$ cat src/rtl/polar_pkt_sequencer.sv
// ----------------------------------------------------------------------------
// polar_pkt_sequencer
//
// Runs up to num_pack packets through the polar decoder. For each packet it
// asks the loader for the next LLR packet, enables the decoder until it
// reports completion, then sweeps the decoded-result memory against the
// golden memory. It keeps saturating pass/error word counts and guards every
// decode with a watchdog.
//
// Optional feature (macro SEQ_LAT_EN): adds lat_last/lat_max, the decode
// latency of the latest packet and the running maximum since the last start.
//
// Ports:
//   clk, rst_n              clock (rising edge), asynchronous active-low reset
//   start, num_pack         start pulse and packet count (sampled on start)
//   load_req, load_ack      loader handshake; pack_num valid with load_ack
//   pack_num                decoded-word count of the loaded packet
//   module_en, proc_done    decoder handshake
//   cmp_addr                shared read address of decoded/golden memories
//   dec_rdata, gold_rdata   memory read data, one cycle after cmp_addr
//   mism_valid/pkt/idx      one-cycle mismatch report
//   pass_cnt, err_cnt       saturating matching/mismatching word counts
//   busy, all_done, timeout status (LOAD/RUN/CMP/GAP, DONE, TOUT)
//   lat_last, lat_max       decode latency (SEQ_LAT_EN only)
//
// Handshakes: load_req is a level held for the whole LOAD state and the
// transfer happens in the cycle load_ack is sampled high; module_en is a
// level held for the whole RUN state and the decode ends in the cycle
// proc_done is sampled high. Both requests drop the cycle after completion
// and immediately on reset.
// ----------------------------------------------------------------------------
module polar_pkt_sequencer #(
    parameter int DEC_WIDTH = 140,
    parameter int DEC_ADDRW = 6,
    parameter int PKT_W     = 6,
    parameter int CNT_W     = 16,
    parameter int TIMEOUT   = 1000000
) (
    input  logic                 clk,
    input  logic                 rst_n,
    input  logic                 start,
    input  logic [PKT_W-1:0]     num_pack,
    output logic                 load_req,
    input  logic                 load_ack,
    input  logic [5:0]           pack_num,
    output logic                 module_en,
    input  logic                 proc_done,
    output logic [DEC_ADDRW-1:0] cmp_addr,
    input  logic [DEC_WIDTH-1:0] dec_rdata,
    input  logic [DEC_WIDTH-1:0] gold_rdata,
    output logic                 mism_valid,
    output logic [PKT_W-1:0]     mism_pkt,
    output logic [DEC_ADDRW-1:0] mism_idx,
    output logic [CNT_W-1:0]     pass_cnt,
    output logic [CNT_W-1:0]     err_cnt,
    output logic                 busy,
    output logic                 all_done,
    output logic                 timeout
`ifdef SEQ_LAT_EN
    ,
    output logic [CNT_W-1:0]     lat_last,
    output logic [CNT_W-1:0]     lat_max
`endif
);

    localparam int               WD_W    = (TIMEOUT > 2) ? $clog2(TIMEOUT) : 1;
    localparam logic [CNT_W-1:0] CNT_SAT = '1;

    typedef enum logic [2:0] {
        S_IDLE = 3'd0,
        S_LOAD = 3'd1,
        S_RUN  = 3'd2,
        S_CMP  = 3'd3,
        S_GAP  = 3'd4,
        S_DONE = 3'd5,
        S_TOUT = 3'd6
    } state_t;

    state_t               r_state;
    state_t               w_next;

    logic [PKT_W-1:0]     r_num_pack;
    logic [PKT_W-1:0]     r_pkt_idx;
    logic [5:0]           r_pack_num;
    logic [WD_W-1:0]      r_wd;
    logic [5:0]           r_iss_cnt;
    logic [DEC_ADDRW-1:0] r_cmp_addr;
    logic                 r_rd_vld;
    logic [DEC_ADDRW-1:0] r_rd_idx;
    logic                 r_mism_valid;
    logic [PKT_W-1:0]     r_mism_pkt;
    logic [DEC_ADDRW-1:0] r_mism_idx;
    logic [CNT_W-1:0]     r_pass_cnt;
    logic [CNT_W-1:0]     r_err_cnt;

    logic                 w_start_ok;
    logic                 w_wd_expired;
    logic                 w_iss_more;
    logic                 w_more_pkts;

    assign w_start_ok   = start && (r_state inside {S_IDLE, S_DONE, S_TOUT});
    assign w_wd_expired = (r_wd == WD_W'(TIMEOUT - 1));
    // Addresses still to be issued for the current packet.
    assign w_iss_more   = (r_iss_cnt < r_pack_num);
    // Evaluated in GAP, before the packet index advances.
    assign w_more_pkts  = ((r_pkt_idx + PKT_W'(1)) < r_num_pack);

    // ------------------------------------------------------------------
    // FSM: state register
    // ------------------------------------------------------------------
    always_ff @(posedge clk or negedge rst_n) begin
        if (!rst_n) begin
            r_state <= S_IDLE;
        end else begin
            r_state <= w_next;
        end
    end

    // ------------------------------------------------------------------
    // FSM: next state
    // ------------------------------------------------------------------
    always_comb begin
        w_next = r_state;
        case (r_state)
            S_IDLE, S_DONE, S_TOUT: begin
                if (start) begin
                    w_next = (num_pack == '0) ? S_DONE : S_LOAD;
                end
            end
            S_LOAD: begin
                if (load_ack) begin
                    w_next = S_RUN;
                end
            end
            S_RUN: begin
                // A completion in the watchdog's last cycle still counts.
                if (proc_done) begin
                    w_next = S_CMP;
                end else if (w_wd_expired) begin
                    w_next = S_TOUT;
                end
            end
            S_CMP: begin
                // Once every address is issued, the last read is being
                // compared in this cycle, so the sweep is complete.
                if (!w_iss_more) begin
                    w_next = S_GAP;
                end
            end
            S_GAP: begin
                w_next = w_more_pkts ? S_LOAD : S_DONE;
            end
            default: begin
                w_next = S_IDLE;
            end
        endcase
    end

    // ------------------------------------------------------------------
    // FSM: outputs (pure functions of state so reset clears them at once)
    // ------------------------------------------------------------------
    always_comb begin
        load_req  = (r_state == S_LOAD);
        module_en = (r_state == S_RUN);
        busy      = (r_state inside {S_LOAD, S_RUN, S_CMP, S_GAP});
        all_done  = (r_state == S_DONE);
        timeout   = (r_state == S_TOUT);
    end

    // ------------------------------------------------------------------
    // Packet bookkeeping, watchdog and compare sweep
    // ------------------------------------------------------------------
    always_ff @(posedge clk or negedge rst_n) begin
        if (!rst_n) begin
            r_num_pack   <= '0;
            r_pkt_idx    <= '0;
            r_pack_num   <= '0;
            r_wd         <= '0;
            r_iss_cnt    <= '0;
            r_cmp_addr   <= '0;
            r_rd_vld     <= 1'b0;
            r_rd_idx     <= '0;
            r_mism_valid <= 1'b0;
            r_mism_pkt   <= '0;
            r_mism_idx   <= '0;
            r_pass_cnt   <= '0;
            r_err_cnt    <= '0;
        end else begin
            r_rd_vld     <= 1'b0;
            r_mism_valid <= 1'b0;

            if (w_start_ok) begin
                r_num_pack <= num_pack;
                r_pkt_idx  <= '0;
                r_pass_cnt <= '0;
                r_err_cnt  <= '0;
            end

            if ((r_state == S_LOAD) && load_ack) begin
                r_pack_num <= pack_num;
                r_wd       <= '0;
            end

            if (r_state == S_RUN) begin
                if (proc_done) begin
                    r_iss_cnt  <= '0;
                    r_cmp_addr <= '0;
                end else begin
                    r_wd <= r_wd + WD_W'(1);
                end
            end

            if (r_state == S_CMP) begin
                // Issue stage: present one address per cycle; the address
                // stays on its final value once the sweep is issued.
                if (w_iss_more) begin
                    r_rd_vld  <= 1'b1;
                    r_rd_idx  <= r_cmp_addr;
                    r_iss_cnt <= r_iss_cnt + 6'd1;
                    if ((r_iss_cnt + 6'd1) < r_pack_num) begin
                        r_cmp_addr <= r_cmp_addr + DEC_ADDRW'(1);
                    end
                end
                // Compare stage: read data for r_rd_idx is on the bus now.
                if (r_rd_vld) begin
                    if (dec_rdata == gold_rdata) begin
                        if (r_pass_cnt != CNT_SAT) begin
                            r_pass_cnt <= r_pass_cnt + CNT_W'(1);
                        end
                    end else begin
                        if (r_err_cnt != CNT_SAT) begin
                            r_err_cnt <= r_err_cnt + CNT_W'(1);
                        end
                        r_mism_valid <= 1'b1;
                        r_mism_pkt   <= r_pkt_idx;
                        r_mism_idx   <= r_rd_idx;
                    end
                end
            end

            if (r_state == S_GAP) begin
                r_pkt_idx <= r_pkt_idx + PKT_W'(1);
            end
        end
    end

    assign cmp_addr   = r_cmp_addr;
    assign mism_valid = r_mism_valid;
    assign mism_pkt   = r_mism_pkt;
    assign mism_idx   = r_mism_idx;
    assign pass_cnt   = r_pass_cnt;
    assign err_cnt    = r_err_cnt;

`ifdef SEQ_LAT_EN
    // ------------------------------------------------------------------
    // Decode latency: module_en cycles of the packet, i.e. wd+1 at the
    // proc_done cycle, clipped to the counter range.
    // ------------------------------------------------------------------
    logic [CNT_W-1:0] r_lat_last;
    logic [CNT_W-1:0] r_lat_max;
    logic [31:0]      w_wd_p1;
    logic [CNT_W-1:0] w_lat_now;

    assign w_wd_p1   = 32'(r_wd) + 32'd1;
    assign w_lat_now = (w_wd_p1 > 32'(CNT_SAT)) ? CNT_SAT : w_wd_p1[CNT_W-1:0];

    always_ff @(posedge clk or negedge rst_n) begin
        if (!rst_n) begin
            r_lat_last <= '0;
            r_lat_max  <= '0;
        end else if (w_start_ok) begin
            r_lat_last <= '0;
            r_lat_max  <= '0;
        end else if ((r_state == S_RUN) && proc_done) begin
            r_lat_last <= w_lat_now;
            if (w_lat_now > r_lat_max) begin
                r_lat_max <= w_lat_now;
            end
        end
    end

    assign lat_last = r_lat_last;
    assign lat_max  = r_lat_max;
`endif

endmodule
$ cat config.mk
export PLATFORM = sky130hd
export DESIGN_NAME = polar_pkt_sequencer
export DESIGN_NICKNAME = d
export VERILOG_FILES = /design/src/rtl/polar_pkt_sequencer.sv
export SDC_FILE = /design/constraint.sdc
export NUM_CORES = 1
export LEC_CHECK = 0
export ABC_CLOCK_PERIOD_IN_PS = 5500
export BUFFER_PORTS_ARGS = -buffer_cell sky130_fd_sc_hd__clkbuf_2
export CORE_MARGIN = 10
export CORE_UTILIZATION = 49
export DETAILED_ROUTE_END_ITERATION = 12
export GPL_TIMING_DRIVEN = 0
export MAX_ROUTING_LAYER = met4
export PLACE_DENSITY = 0.9
export SETUP_SLACK_MARGIN = 0.4
export SLEW_MARGIN = 20
export SYNTH_ARGS = -nofsm -noshare
export SYNTH_HDL_FRONTEND = slang
export SYNTH_SLANG_ARGS = --single-unit
$ cat constraint.sdc
create_clock -name clk -period 5.5 [get_ports clk]
set_input_delay 1.375 -clock clk [delete_from_list [all_inputs] [get_ports clk]]
set_output_delay 1.375 -clock clk [all_outputs]
set_load 0.01 [all_outputs]
==> impl_results.md, run 1 <==
* Status: complete, no violations
* Final setup skew at ~0.0075 ns
* DR WL/cell at 22.9 um
* CP Buf/Inv Count at 3
* Ports at 353
* Async set-or-reset flop fraction in the synthesized netlist at 100%
* RR Endpoint: cmp_addr[2]
* CP top delay family: buffers and inverters
* Largest net degree at the start of global routing at 55
* Worst VDD drop at slightly above 0.0002 V
* Core area at 14500 sq um
* LEAKAGE at 4.72 nW
* Drt initial violations at 674
* Mean Syn Cell Area at 9.32 sq um
* Post-synthesis net count at 1098
* Hold path cells at 2
* Root buffer cell: clkbuf_16
* Hold EP: r_num_pack[0]
* Die height at 142 um
* Final worst slack at 2.10 ns
* EDFF count, synth at 0
* FF-to-FF Start: r_iss_cnt[0]
* Worst rel slew slack at a little over three fifths
* Drt first pass iters at 5
* Yosys warns at 0
* Clock latency on the worst-skew pair at 0.35 ns
* CTS Sinks at 105
* Cells along the critical path: buf_2 > clkbuf_1 > nor2_1 > xnor2_1 > clkbuf_2
* Final Util at 66.2%
* Cell taking the most area after synthesis: dfrtp_1
* Routed wire length at 30.7 mm
* First-pass GRT wire length at around 45 mm
* Filler cells at 1212
* Starting Density at 50.0%
* Slowest stage delay, CP at 0.49 ns
* Grt total ovfl at 0
* Hold/Removal Path Class: flop to flop
* Flop2flop setup slack at 2.77 ns
* Startpoint Class: flop
* Layout area overhead at 32.4%
* CP Capture Type: output port
* Port buffer count at 352
* Final setup vio count at 0
* Metal-1 WL at 11.9 mm
* Max-Cap Viols at 0
* Reg clk slew, reported paths at about 0.070 ns
* Worst path slowest cell: nor2_1
* Area contributors post-synth: dfrtp_1, xnor2_1, nand4_1
* CTS tree: done
* Met2 Wirelength at 15.4 mm
* GR Util All Layers at 30.2%
* Hold slack final at 0.484 ns
* PwrDens at 292 nW/um^2
* Chip width at 142 um
* Worst Path Max Fanout at 10
* Initial antenna violation count at 9
* Num rows at 44
* Worst Path Class, Setup: flop to output port
* Fmax at approximately 300 MHz
* Cells after synthesis at just under 800
* Final slew viol count at 0
* Post_cts resized at 0
* Netlist Area Pre-Place at 7270 sq um
* Die Area at 20100 sq um
* Worst reg2reg path depth at 9
* Post-synth top area share at between 30% and 40%
* Post-CTS setup buffers at 0
* Min Tclk post-route at 3.40 ns
* Post-CTS Hold Buffers at 0
* Routed Antenna Nets at 0
* Fin. Hold Viols at 0
* Avg Vias per Cell at around 5.6
* Max Buffers Root-to-Sink at 2
* RSZ-0062 raised after global routing: no
* Pre-CTS setup slack at between 1.5 and 2 ns
* Vias at roughly 7600
* CP arrival at 2.03 ns
* Setup tns final at 0 ns
* Routability Congestion at 1.00
* Top sig layer: met4
* Worst Min Path Start: r_num_pack[0]
* # nets final at 1462
* Met3 Wirelength at 2.91 mm
* Share of cells above drive strength 1 at between 30% and 40%
* Final HPWL DP at roughly 26 mm
* Number of buffers created by CTS at 9
* Worst slew pin tran at 0.558 ns
* DRC errors left at 0
* Sequential element share of the synthesized area at 36.2%
* Vias in the first global route at 7745
* Required time worst endpoint at 4.12 ns
* Post-synthesis sequential element count at 105
* H-tree depth at 3
* Distinct cells, synth at 61
* Period utilisation layout at 61.9%
* Ys flop type: dfrtp_1
[synthesized netlist by cell type (3+ instances only)]
cell	count
or2_2	5
o21ai_0	40
ha_1	21
mux2_4	7
clkbuf_1	17
nand4_1	58
and2_1	4
o311ai_0	3
and4_1	4
inv_1	24
a211oi_1	4
nor2_1	18
nor3_1	8
or4_1	3
o211ai_1	7
xnor2_1	150
dfrtp_1	105
nand2_1	70
a31o_2	11
mux2i_1	20
nor4_1	12
nor3b_1	3
and3_1	20
a21o_1	7
nand3_1	51
xor2_1	5
a21boi_0	4
buf_2	7
nand2b_1	6
mux2_2	12
a21oi_1	19
or3_1	10
o21a_1	3
o31ai_1	4
[power breakdown]
group / switching, mW / internal, mW / total, mW
Sequential: 0.110 / 0.912 / 1.02
Combinational: 0.634 / 0.488 / 1.12
Clock: 0.308 / 0.358 / 0.666
[per-stage QoR]
| stage | total power [mW] | area, sq um | instances |
|---|---|---|---|
| after floorplan | 1.71 | 7270 | 780 |
| after global placement | 2.09 | 9260 | 1316 |
| after detailed placement | 2.15 | 9300 | 1317 |
| after CTS | 2.81 | 9600 | 1333 |
| after global routing | 2.98 | 9620 | 1342 |
| final | 2.81 | 9620 | 1342 |
[worst max path at each step]
stage | startpoint | slack, ns | depth (start not counted) | to
3_5_place_dp | gold_rdata[112] | 1.74 | 9 | mism_pkt[5]
2_1_floorplan | gold_rdata[101] | 2.46 | 8 | pass_cnt[1]
4_1_cts | r_state[0] | 2.11 | 5 | busy
5_1_grt | gold_rdata[112] | 1.98 | 9 | mism_pkt[2]
6_report | r_state[0] | 2.10 | 5 | busy
3_3_place_gp | rst_n | 1.59 | 1 | pass_cnt[9]
[placed cells by master, fill, tap and decap left out, drive strengths merged, types with 12 or more instances in the layout]
cell / instances
ha: 21
nor2: 20
nor4: 14
o21ai: 42
buf: 12
clkbuf: 378
dfrtp: 105
inv: 27
xnor2: 150
and3: 20
mux2i: 20
nand2: 70
nand3: 51
a21oi: 19
nand4: 59
mux2: 19
[state kept, by name (all words and copies together) (netlist names), 6 cells and up]
| signal | count |
|---|---|
| r_iss_cnt | 6 |
| pass_cnt | 16 |
| r_rd_idx | 6 |
| r_wd | 20 |
| cmp_addr | 6 |
| r_pkt_idx | 6 |
| mism_pkt | 6 |
| err_cnt | 16 |
| r_pack_num | 6 |
| r_num_pack | 6 |
| mism_idx | 6 |
[worst reg2reg max path, stage by stage (launching register included)]
cell      delay [ns]
dfrtp_1         0.44
ha_1            0.34
ha_1            0.28
a21boi_0        0.14
o21ai_0         0.23
nand2b_1        0.09
a21oi_1         0.16
o21ai_1         0.21
or2_1           0.35
a311o_1         0.37
[cells by family after synthesis]
| family | count (synthesis) | synth area share [%] |
|---|---|---|
| buffers and inverters | 53 | 3.17 |
| adders and majority gates | 21 | 3.62 |
| DFF | 105 | 36.2 |
| xor gates and xnor gates | 155 | 18.7 |
| and+or+nand+nor | 287 | 21.6 |
| AOI/OAI and AO/OA | 120 | 10.7 |
| muxes | 39 | 6.06 |
[layer usage]
layer  up-vias  GRT usage (%)
met3        34           9.31
met1      3589           34.5
met2       375           50.3
li1       3557              -
met5         -              -
met4         0           8.02
[cell type report]
type | count | area (sq um) | share of cell area, %
antenna | 9 | 22.5 | 0.234
buffer | 28 | 136 | 1.42
clock buffer | 9 | 225 | 2.34
clock inverter | 7 | 77.6 | 0.806
inverter | 25 | 93.8 | 0.975
multi-input combinational | 622 | 4410 | 45.8
sequential | 105 | 2630 | 27.3
tap | 184 | 230 | 2.39
timing repair buffer | 353 | 1800 | 18.7
Note: power is estimated with default switching activity, not from simulation.
==> run 2, diff against run 1 <==
--- a/config.mk
+++ b/config.mk
@@ -5,14 +5,14 @@
 export SDC_FILE = /design/constraint.sdc
 export NUM_CORES = 1
 export LEC_CHECK = 0
-export ABC_CLOCK_PERIOD_IN_PS = 5500
+export ABC_CLOCK_PERIOD_IN_PS = 3280
 export BUFFER_PORTS_ARGS = -buffer_cell sky130_fd_sc_hd__clkbuf_2
 export CORE_MARGIN = 10
-export CORE_UTILIZATION = 49
+export CORE_UTILIZATION = 47
 export DETAILED_ROUTE_END_ITERATION = 12
 export GPL_TIMING_DRIVEN = 0
 export MAX_ROUTING_LAYER = met4
-export PLACE_DENSITY = 0.9
+export PLACE_DENSITY = 0.87
 export SETUP_SLACK_MARGIN = 0.4
 export SLEW_MARGIN = 20
 export SYNTH_ARGS = -nofsm -noshare
==> constraint.sdc (replaced) <==
create_clock -name clk -period 3.28 [get_ports clk]
set_input_delay 0.82 -clock clk [delete_from_list [all_inputs] [get_ports clk]]
set_output_delay 0.82 -clock clk [all_outputs]
set_load 0.01 [all_outputs]
==> impl_results.md, run 2 (synthesized netlist as in run 1, its figures left out) <==
* Port buffer count at 352 (unchanged)
* Post-Place Cells at 1321 (+0.30%)
* Worst rel slew slack at 57.9% (-4.8 points)
* Final worst slack at 0.492 ns (-1.60 ns)
* # nets final at 1462 (unchanged)
* Final instance area at 9630 sq um (about the same)
* First-pass GRT wire length at 44.8 mm (-1.6%)
* Internal Pwr Total at 2.96 mW (+68%)
* Final slew viol count at 0 (unchanged)
* CTS Sinks at 105 (unchanged)
* Hold/Removal Path Class: primary input to asynchronous set/reset pin
* Area of the multi-input gates at 4410 sq um (about the same)
* DR WL/cell at 23.1 um (+0.83%)
* Number of buffers created by CTS at 9 (unchanged)
* Min Tclk post-route at 2.79 ns
* CTS tree: done
* Worst VDD drop at 0.000269 V (+33%)
* Worst Path Max Fanout at 10 (unchanged)
* Num rows at 45 (+2.3%)
* Filler cells at 1335 (+10%)
* Vias at 7455 (-1.3%)
* Most flops, register: r_wd
* Largest net degree at the start of global routing at 84 (+53%)
* Routed Antenna Nets at 0 (unchanged)
* Final cell count without fillers at 1344 (+0.15%)
* Hold slack final at 0.325 ns (-0.159 ns)
* CP Capture Type: flop
* Register area at 2630 sq um (unchanged)
* Starting Density at 47.8% (-2.2 points)
* Post-CTS setup buffers at 0 (unchanged)
* LEAKAGE at 4.72 nW (+0.17%)
* Root buffer cell: clkbuf_16
* Comb power frac at 39.8% (-0.2 points)
* Final HPWL DP at 26.7 mm (+1.1%)
* Clock network fraction of total power at 24.0% (+0.3 points)
* Max reg flops at 20 (unchanged)
* Status: complete, no violations
* Placed Area at 9300 sq um (about the same)
* Period utilisation layout at 85.0%
* Layout area overhead at 32.5% (about the same)
* Die height at 144 um (+1.8%)
* DRC errors left at 0 (unchanged)
* Switching power at 1.79 mW (+70%)
* Grt total ovfl at 0 (unchanged)
* Core area at 15200 sq um (+4.6%)
* Most frequent cells in the layout: clkbuf_2, xnor2_1, dfrtp_1
* Avg Vias per Cell at 5.55 (-1.5%)
* Sequential Power Share at 36.2% (-0.2 points)
* Commonest non-fill, non-tap cell in the layout: clkbuf_2
* Max Buffers Root-to-Sink at 2 (unchanged)
* Required time worst endpoint at 3.51 ns (-0.61 ns)
* Max-Cap Viols at 0 (unchanged)
* PwrDens at 492 nW/um^2 (+69%)
* RSZ-0062 raised after global routing: no
* Reg clk slew, reported paths at 0.08 ns (about the same)
* CP arrival at 3.02 ns (+0.99 ns)
* Fin. Hold Viols at 0 (unchanged)
* Routability Congestion at 1.01 (+1.0%)
* Share of cells above drive strength 1 at 37.1% (+0.087 points)
* Switching Share at 37.7% (+0.21 points)
* Total power at 4.74 mW (+69%)
* Die Area at 20800 sq um (+3.7%)
* Drt initial violations at 529 (-22%)
* Startpoint Class: primary input
* Vias in the first global route at 7406 (-4.4%)
* Fmax at 359 MHz
* GR Util All Layers at 29.8% (-0.39 points)
* H-tree depth at 3 (unchanged)
* Routed wire length at 31.0 mm (+0.98%)
* Chip width at 144 um (+1.8%)
* Worst Path Class, Setup: primary input to flop
* Final setup vio count at 0 (unchanged)
* Final setup skew at 0.00910 ns (+0.00158 ns)
* Drt first pass iters at 5 (unchanged)
* Clock latency on the worst-skew pair at 0.35 ns (about the same)
* Initial antenna violation count at 7 (-2)
* Worst slew pin tran at 0.624 ns (+0.0660 ns)
* Pre-CTS setup slack at 0.121 ns (-1.62 ns)
* Ports at 353 (unchanged)
-- run 2: repair_timing --
action / CTS / global route
resized for setup: 0 / 1
endpoints found under the setup margin: 0 / 1
hold buffers: 0 / 0
-- run 2: critical path: stages --
cell,delay (ns)
clkbuf_2,0.13
xnor2_1,0.20
nand4_1,0.12
nor4_1,0.36
nand4_1,0.31
nor3_4,0.41
nor2_2,0.17
buf_6,0.19
mux2_4,0.30
-- run 2: metrics by stage --
stage,setup TNS [ns],util [%]
floorplan,0,-
global placement,-5.47,60.9
detailed placement,0,61.2
CTS,0,63.2
global route,0,63.3
finish,0,63.3
-- run 2: area by class of cell --
class / count / share of cell area, %
well taps: 188 / 2.44
clock inverters: 7 / 0.870
clock buffers: 9 / 2.34
flip-flops and latches: 105 / 27.3
inverters: 25 / 0.974
repair buffers: 353 / 18.7
multi-input cells: 622 / 45.8
diodes: 7 / 0.182
plain buffers: 28 / 1.42
-- run 2: layer usage --
metal  routed length, um  global-route usage, %
met1               12200                   34.4
met2               14500                   47.4
met3                3210                   10.3
met4                1020                   10.4
met5                   0                      -
-- run 2: path summary, 6_finish.rpt --
check	startpoint	to	slack (ns)	cells past startpoint
worst max-delay path	gold_rdata[104]	mism_idx[5]	0.49	9
worst min-delay path	rst_n	r_rd_idx[4]	0.32	1
worst max register to register	r_iss_cnt[0]	cmp_addr[2]	0.56	9
worst min register to register	r_num_pack[0]	r_num_pack[0]	0.49	2
max in group asynchronous	rst_n	pass_cnt[14]	2.29	2
min in group clk	r_num_pack[0]	r_num_pack[0]	0.49	2
-- run 2: power groups by stage --
stage	Clock (mW)	Combinational [mW]	Sequential, mW
floorplan	0	1.15	1.71
global placement	0	1.79	1.73
detailed placement	0	1.86	1.74
CTS	1.15	1.88	1.71
global route	1.20	2.09	1.75
finish	1.14	1.89	1.72
